**config.mk**
```make
export PLATFORM = sky130hd
export DESIGN_NAME = pipeline_stage_fifo
export DESIGN_NICKNAME = d
export VERILOG_FILES = /design/src/rtl/pipeline_stage_fifo.sv
export SDC_FILE = /design/constraint.sdc
export NUM_CORES = 1
export LEC_CHECK = 0
export ABC_AREA = 1
export CAP_MARGIN = 40
export CORE_MARGIN = 2
export CORE_UTILIZATION = 49
export CTS_BUF_LIST = sky130_fd_sc_hd__clkbuf_8
export DETAILED_ROUTE_END_ITERATION = 10
export PLACE_DENSITY = 0.8
export SYNTH_ARGS = -nofsm -noshare
export SYNTH_HDL_FRONTEND = slang
export SYNTH_SLANG_ARGS = --single-unit
```
**constraint.sdc**
```tcl
create_clock -name clk -period 3.01 [get_ports clk]
set_input_delay 0.602 -clock clk [delete_from_list [all_inputs] [get_ports clk]]
set_output_delay 0.602 -clock clk [all_outputs]
set_load 0.01 [all_outputs]
```
**src/rtl/pipeline_stage_fifo.sv**
```systemverilog
// Elastic pipeline stage: a DEPTH-entry circular buffer with valid/stall handshakes
// on both sides, a hold input that pins the head, and a flush that empties the stage.
module pipeline_stage_fifo #(
    parameter int DATA_WIDTH = 32,
    parameter int DEPTH = 2,
    localparam int COUNT_WIDTH = $clog2(DEPTH + 1)
) (
    input  logic                   clk,
    input  logic                   rst,
    input  logic                   prev_done,
    output logic                   stall_prev,
    input  logic [DATA_WIDTH-1:0]  data_in,
    input  logic                   next_stall,
    output logic                   done_next,
    output logic [DATA_WIDTH-1:0]  data_out,
    input  logic                   hold,
    input  logic                   flush,
    output logic [COUNT_WIDTH-1:0] count,
    output logic                   full,
    output logic                   empty
);

    localparam int PTR_WIDTH = (DEPTH > 1) ? $clog2(DEPTH) : 1;
    localparam logic [PTR_WIDTH-1:0] LAST_PTR = PTR_WIDTH'(DEPTH - 1);
    localparam logic [COUNT_WIDTH-1:0] FULL_COUNT = COUNT_WIDTH'(DEPTH);

    logic [DATA_WIDTH-1:0]  mem_r [DEPTH];
    logic [PTR_WIDTH-1:0]   head_r;
    logic [PTR_WIDTH-1:0]   tail_r;
    logic [COUNT_WIDTH-1:0] count_r;

    logic [PTR_WIDTH-1:0]   head_nxt_s;
    logic [PTR_WIDTH-1:0]   tail_nxt_s;
    logic [COUNT_WIDTH-1:0] count_nxt_s;
    logic                   empty_s;
    logic                   full_s;
    logic                   done_s;
    logic                   stall_s;
    logic                   push_s;
    logic                   pop_s;

    // Explicit wrap keeps non-power-of-2 depths from walking past the last slot.
    function automatic logic [PTR_WIDTH-1:0] ptr_inc(input logic [PTR_WIDTH-1:0] ptr);
        logic [PTR_WIDTH-1:0] nxt;
        if (ptr == LAST_PTR) begin
            nxt = {PTR_WIDTH{1'b0}};
        end else begin
            nxt = ptr + PTR_WIDTH'(1);
        end
        return nxt;
    endfunction

    // Handshake decode; a pop in a full cycle frees the slot for a same-cycle push.
    always_comb begin
        empty_s = (count_r == {COUNT_WIDTH{1'b0}});
        full_s  = (count_r == FULL_COUNT);
        done_s  = rst && !empty_s && !hold && !flush;
        pop_s   = done_s && !next_stall;
        stall_s = !rst || flush || (full_s && !pop_s);
        push_s  = prev_done && !stall_s;
    end

    // Next pointers and occupancy; flush zeroes everything.
    always_comb begin
        head_nxt_s  = head_r;
        tail_nxt_s  = tail_r;
        count_nxt_s = count_r;
        if (flush) begin
            head_nxt_s  = {PTR_WIDTH{1'b0}};
            tail_nxt_s  = {PTR_WIDTH{1'b0}};
            count_nxt_s = {COUNT_WIDTH{1'b0}};
        end else begin
            if (pop_s) begin
                head_nxt_s = ptr_inc(head_r);
            end else begin
                head_nxt_s = head_r;
            end
            if (push_s) begin
                tail_nxt_s = ptr_inc(tail_r);
            end else begin
                tail_nxt_s = tail_r;
            end
            case ({push_s, pop_s})
                2'b10:   count_nxt_s = count_r + COUNT_WIDTH'(1);
                2'b01:   count_nxt_s = count_r - COUNT_WIDTH'(1);
                default: count_nxt_s = count_r;
            endcase
        end
    end

    // Pointer and occupancy registers.
    always_ff @(posedge clk or negedge rst) begin
        if (!rst) begin
            head_r  <= {PTR_WIDTH{1'b0}};
            tail_r  <= {PTR_WIDTH{1'b0}};
            count_r <= {COUNT_WIDTH{1'b0}};
        end else begin
            head_r  <= head_nxt_s;
            tail_r  <= tail_nxt_s;
            count_r <= count_nxt_s;
        end
    end

    // Payload storage needs no reset: nothing reads a slot before it is written.
    always_ff @(posedge clk) begin
        if (push_s) begin
            mem_r[tail_r] <= data_in;
        end
    end

    assign data_out   = mem_r[head_r];
    assign done_next  = done_s;
    assign stall_prev = stall_s;
    assign count      = count_r;
    assign full       = full_s;
    assign empty      = empty_s;

endmodule

```
==> metrics <==
status=finished, final reports clean; reg2reg end=mem_r[0][20]; die area=around 0.0059 sq mm; Num CTS Buffers=9; Layout Cells excl Fill=373; number of buffers added on ports=75; DR WL/cell=around 13 microns; ANT cells=0; fin nets=336; Clock Pin Slew Worst Setup and Hold Paths=around 70 ps; final wirelength=just under 5000 microns; VDD IR max=around 0.34 mV; remaining routing DRC violations=0; setup TNS=0 ps; startpoint class of the critical path=primary input; vias=~1.7k; vias in the first global route=about 1.8k; Placed Instances=about 360; post-synthesis adder-cell area fraction=0%; register area share after synthesis=about 77%; H-tree levels=3; worst path required time=about 2400 ps; Post-CTS Setup Bufs=0; critical path launch point=flush; largest family of logic cells by synthesized area=simple AND/OR/NAND/NOR gates; max_cap viols=0; share of cells above drive strength 1=9.57%; Layout Skew=between 5 and 6 ps; Iteration-0 DRC Markers=88; CTS hold repair buffers=0; starting density of the core=between 50% and 60%; GR Overflow Total=0; Period minus WS final=between 2000 and 3000 ps; gr usage total=between 10% and 20%; syn avg cell area=approximately 12 sq um; gpl congestion=between 0.8 and 0.9; pwr dens=roughly 530 mW/mm^2; Detailed Place HPWL=3280 microns; worst slew pin tran=about 460 ps; CP Class=primary input to output pin; num ports=76; Hold Crit Class=primary input to asynchronous set/reset pin; CTS tree=done; RSZ-0062 raised after global routing=false; post-synthesis simple-gate area fraction=between 10% and 20%; most frequent cells in the layout=nand2_1 (108), clkdlybuf4s50_1 (75), edfxtp_1 (64); DRT antenna net count=0; Avg Vias per Cell=between 4 and 5; worst slack, placed=around 320 ps; # setup viols final=0; reg2reg start=count[0]; Area after DPL=around 0.0035 sq mm; initial antenna violation count=0; die outline width=roughly 77 microns; Max Slew Vio Count=0; CTS root buffer=clkbuf_8; final setup margin=roughly 330 ps; top cell type by total area after synthesis=edfxtp_1; CTS Sinks=slightly below 70; CP endpoint kind=output pin; DRT Pass-1 Iters=4; R2R Setup Slk=1370 ps; proportion of synthesized area in mux cells=0%; Syn Inst Count=between 200 and 250; final instance area=0.00371 sq mm; clock latency on the worst-skew pair=330 ps; area delta synth->final=41.8%; most common cell after layout, fill and taps aside=nand2_1; fillers=between 300 and 400; Synth top area share=~73%; first-pass GRT wire length=approximately 7800 microns; fin crit share=about nine tenths; Critical Path AT=~2100 ps; Yosys reg bits=68; post_cts resized=0; worst r2r path cells=7; compound-cell area share of the yosys netlist=0.909%; top cells by area, synth=edfxtp_1 (73%), nand2_1 (15%), dfrtp_1 (3.8%); Post-Synth XOR/XNOR Area=0%; CP endpoint=stall_prev; die height=a little under 80 microns; largest net degree at the start of global routing=35; endpoints failing hold=0; Slew headroom=between 60% and 70%; Post-Syn Area=about 0.0026 sq mm; FP Rows=26; yosys warns=0; fmax=373 MHz; core area=between 0.005 and 0.006 sq mm; Pleak=between 1 and 1.5 nW; Yosys cell types=18; Longest Clk Path Bufs=2; Post-Syn Nets=252; Max FO, Critical Path=5
[layer usage]
| metal | GRT usage [%] | up-vias | part of all wire [%] |
|---|---|---|---|
| li1 | - | 878 | - |
| met1 | 17.6 | 796 | 39 |
| met2 | 31.8 | 55 | 53 |
| met3 | 5.06 | 6 | 6.0 |
| met4 | 9.29 | 0 | 1.2 |
| met5 | 0 | - | 0 |
[critical path, stage by stage]
cell and delay, ps:
clkdlybuf4s50_1 490, inv_2 60, nand2_1 90, inv_2 80, nand3_2 100, nand2_2 80
nand2_1 60, clkdlybuf4s50_1 520
[sequential cells by signal, indices dropped and copies added, names as in the netlist]
| signal | count |
|---|---|
| mem_r | 64 |
| count | 2 |
| head_r | 1 |
| tail_r | 1 |
[worst min path at each step]
stage	startpoint	to	cells after the start
2_1_floorplan	rst	count[0]	0
5_1_grt	rst	head_r	2
4_1_cts	rst	head_r	2
3_3_place_gp	count[1]	count[1]	2
3_5_place_dp	count[1]	count[1]	2
6_report	rst	head_r	2
[cell families (layout without fill, tap and decap cells)]
kind of cell    after synthesis  after routing
simple gates                122            122
flops                        68             68
buf+inv                      20            109
compound gates                4              4
[per-stage QoR]
step / hold slack (ps) / power, mW / utilization, %
detailed placement: 560 / 1.30 / 68.4
CTS: 535 / 2.00 / 72.2
global route: 549 / 2.06 / 72.2
floorplan: 306 / 1.16 / -
global placement: 550 / 1.29 / 68.4
finish: 546 / 1.98 / 72.2
[cell usage after synthesis, drive strengths merged]
cell type / count
inv: 13
nor2: 5
buf: 1
nand4: 1
clkbuf: 6
edfxtp: 64
nand2: 110
nand3: 5
dfrtp: 4
o21ai: 2
or2: 1
o2111ai: 1
a21oi: 1
[where the power goes]
| part | leakage [nW] | internal (mW) | switching, mW |
|---|---|---|---|
| Sequential | 0.634 | 1.06 | 0.0109 |
| Combinational | 0.738 | 0.113 | 0.0887 |
| Clock | 0.0826 | 0.376 | 0.332 |
| Total | 1.45 | 1.55 | 0.431 |
[layout make-up]
type                    instances  area (sq um)  area share (%)
well taps                      70          87.6            2.36
clock buffers                   9           124            3.34
repair buffers                 80           826            22.3
inverters                      13          48.8            1.32
clock inverters                 7          67.6            1.82
flip-flops and latches         68          2020            54.5
multi-input cells             126           533            14.4
Note: power is estimated with default switching activity, not from simulation.
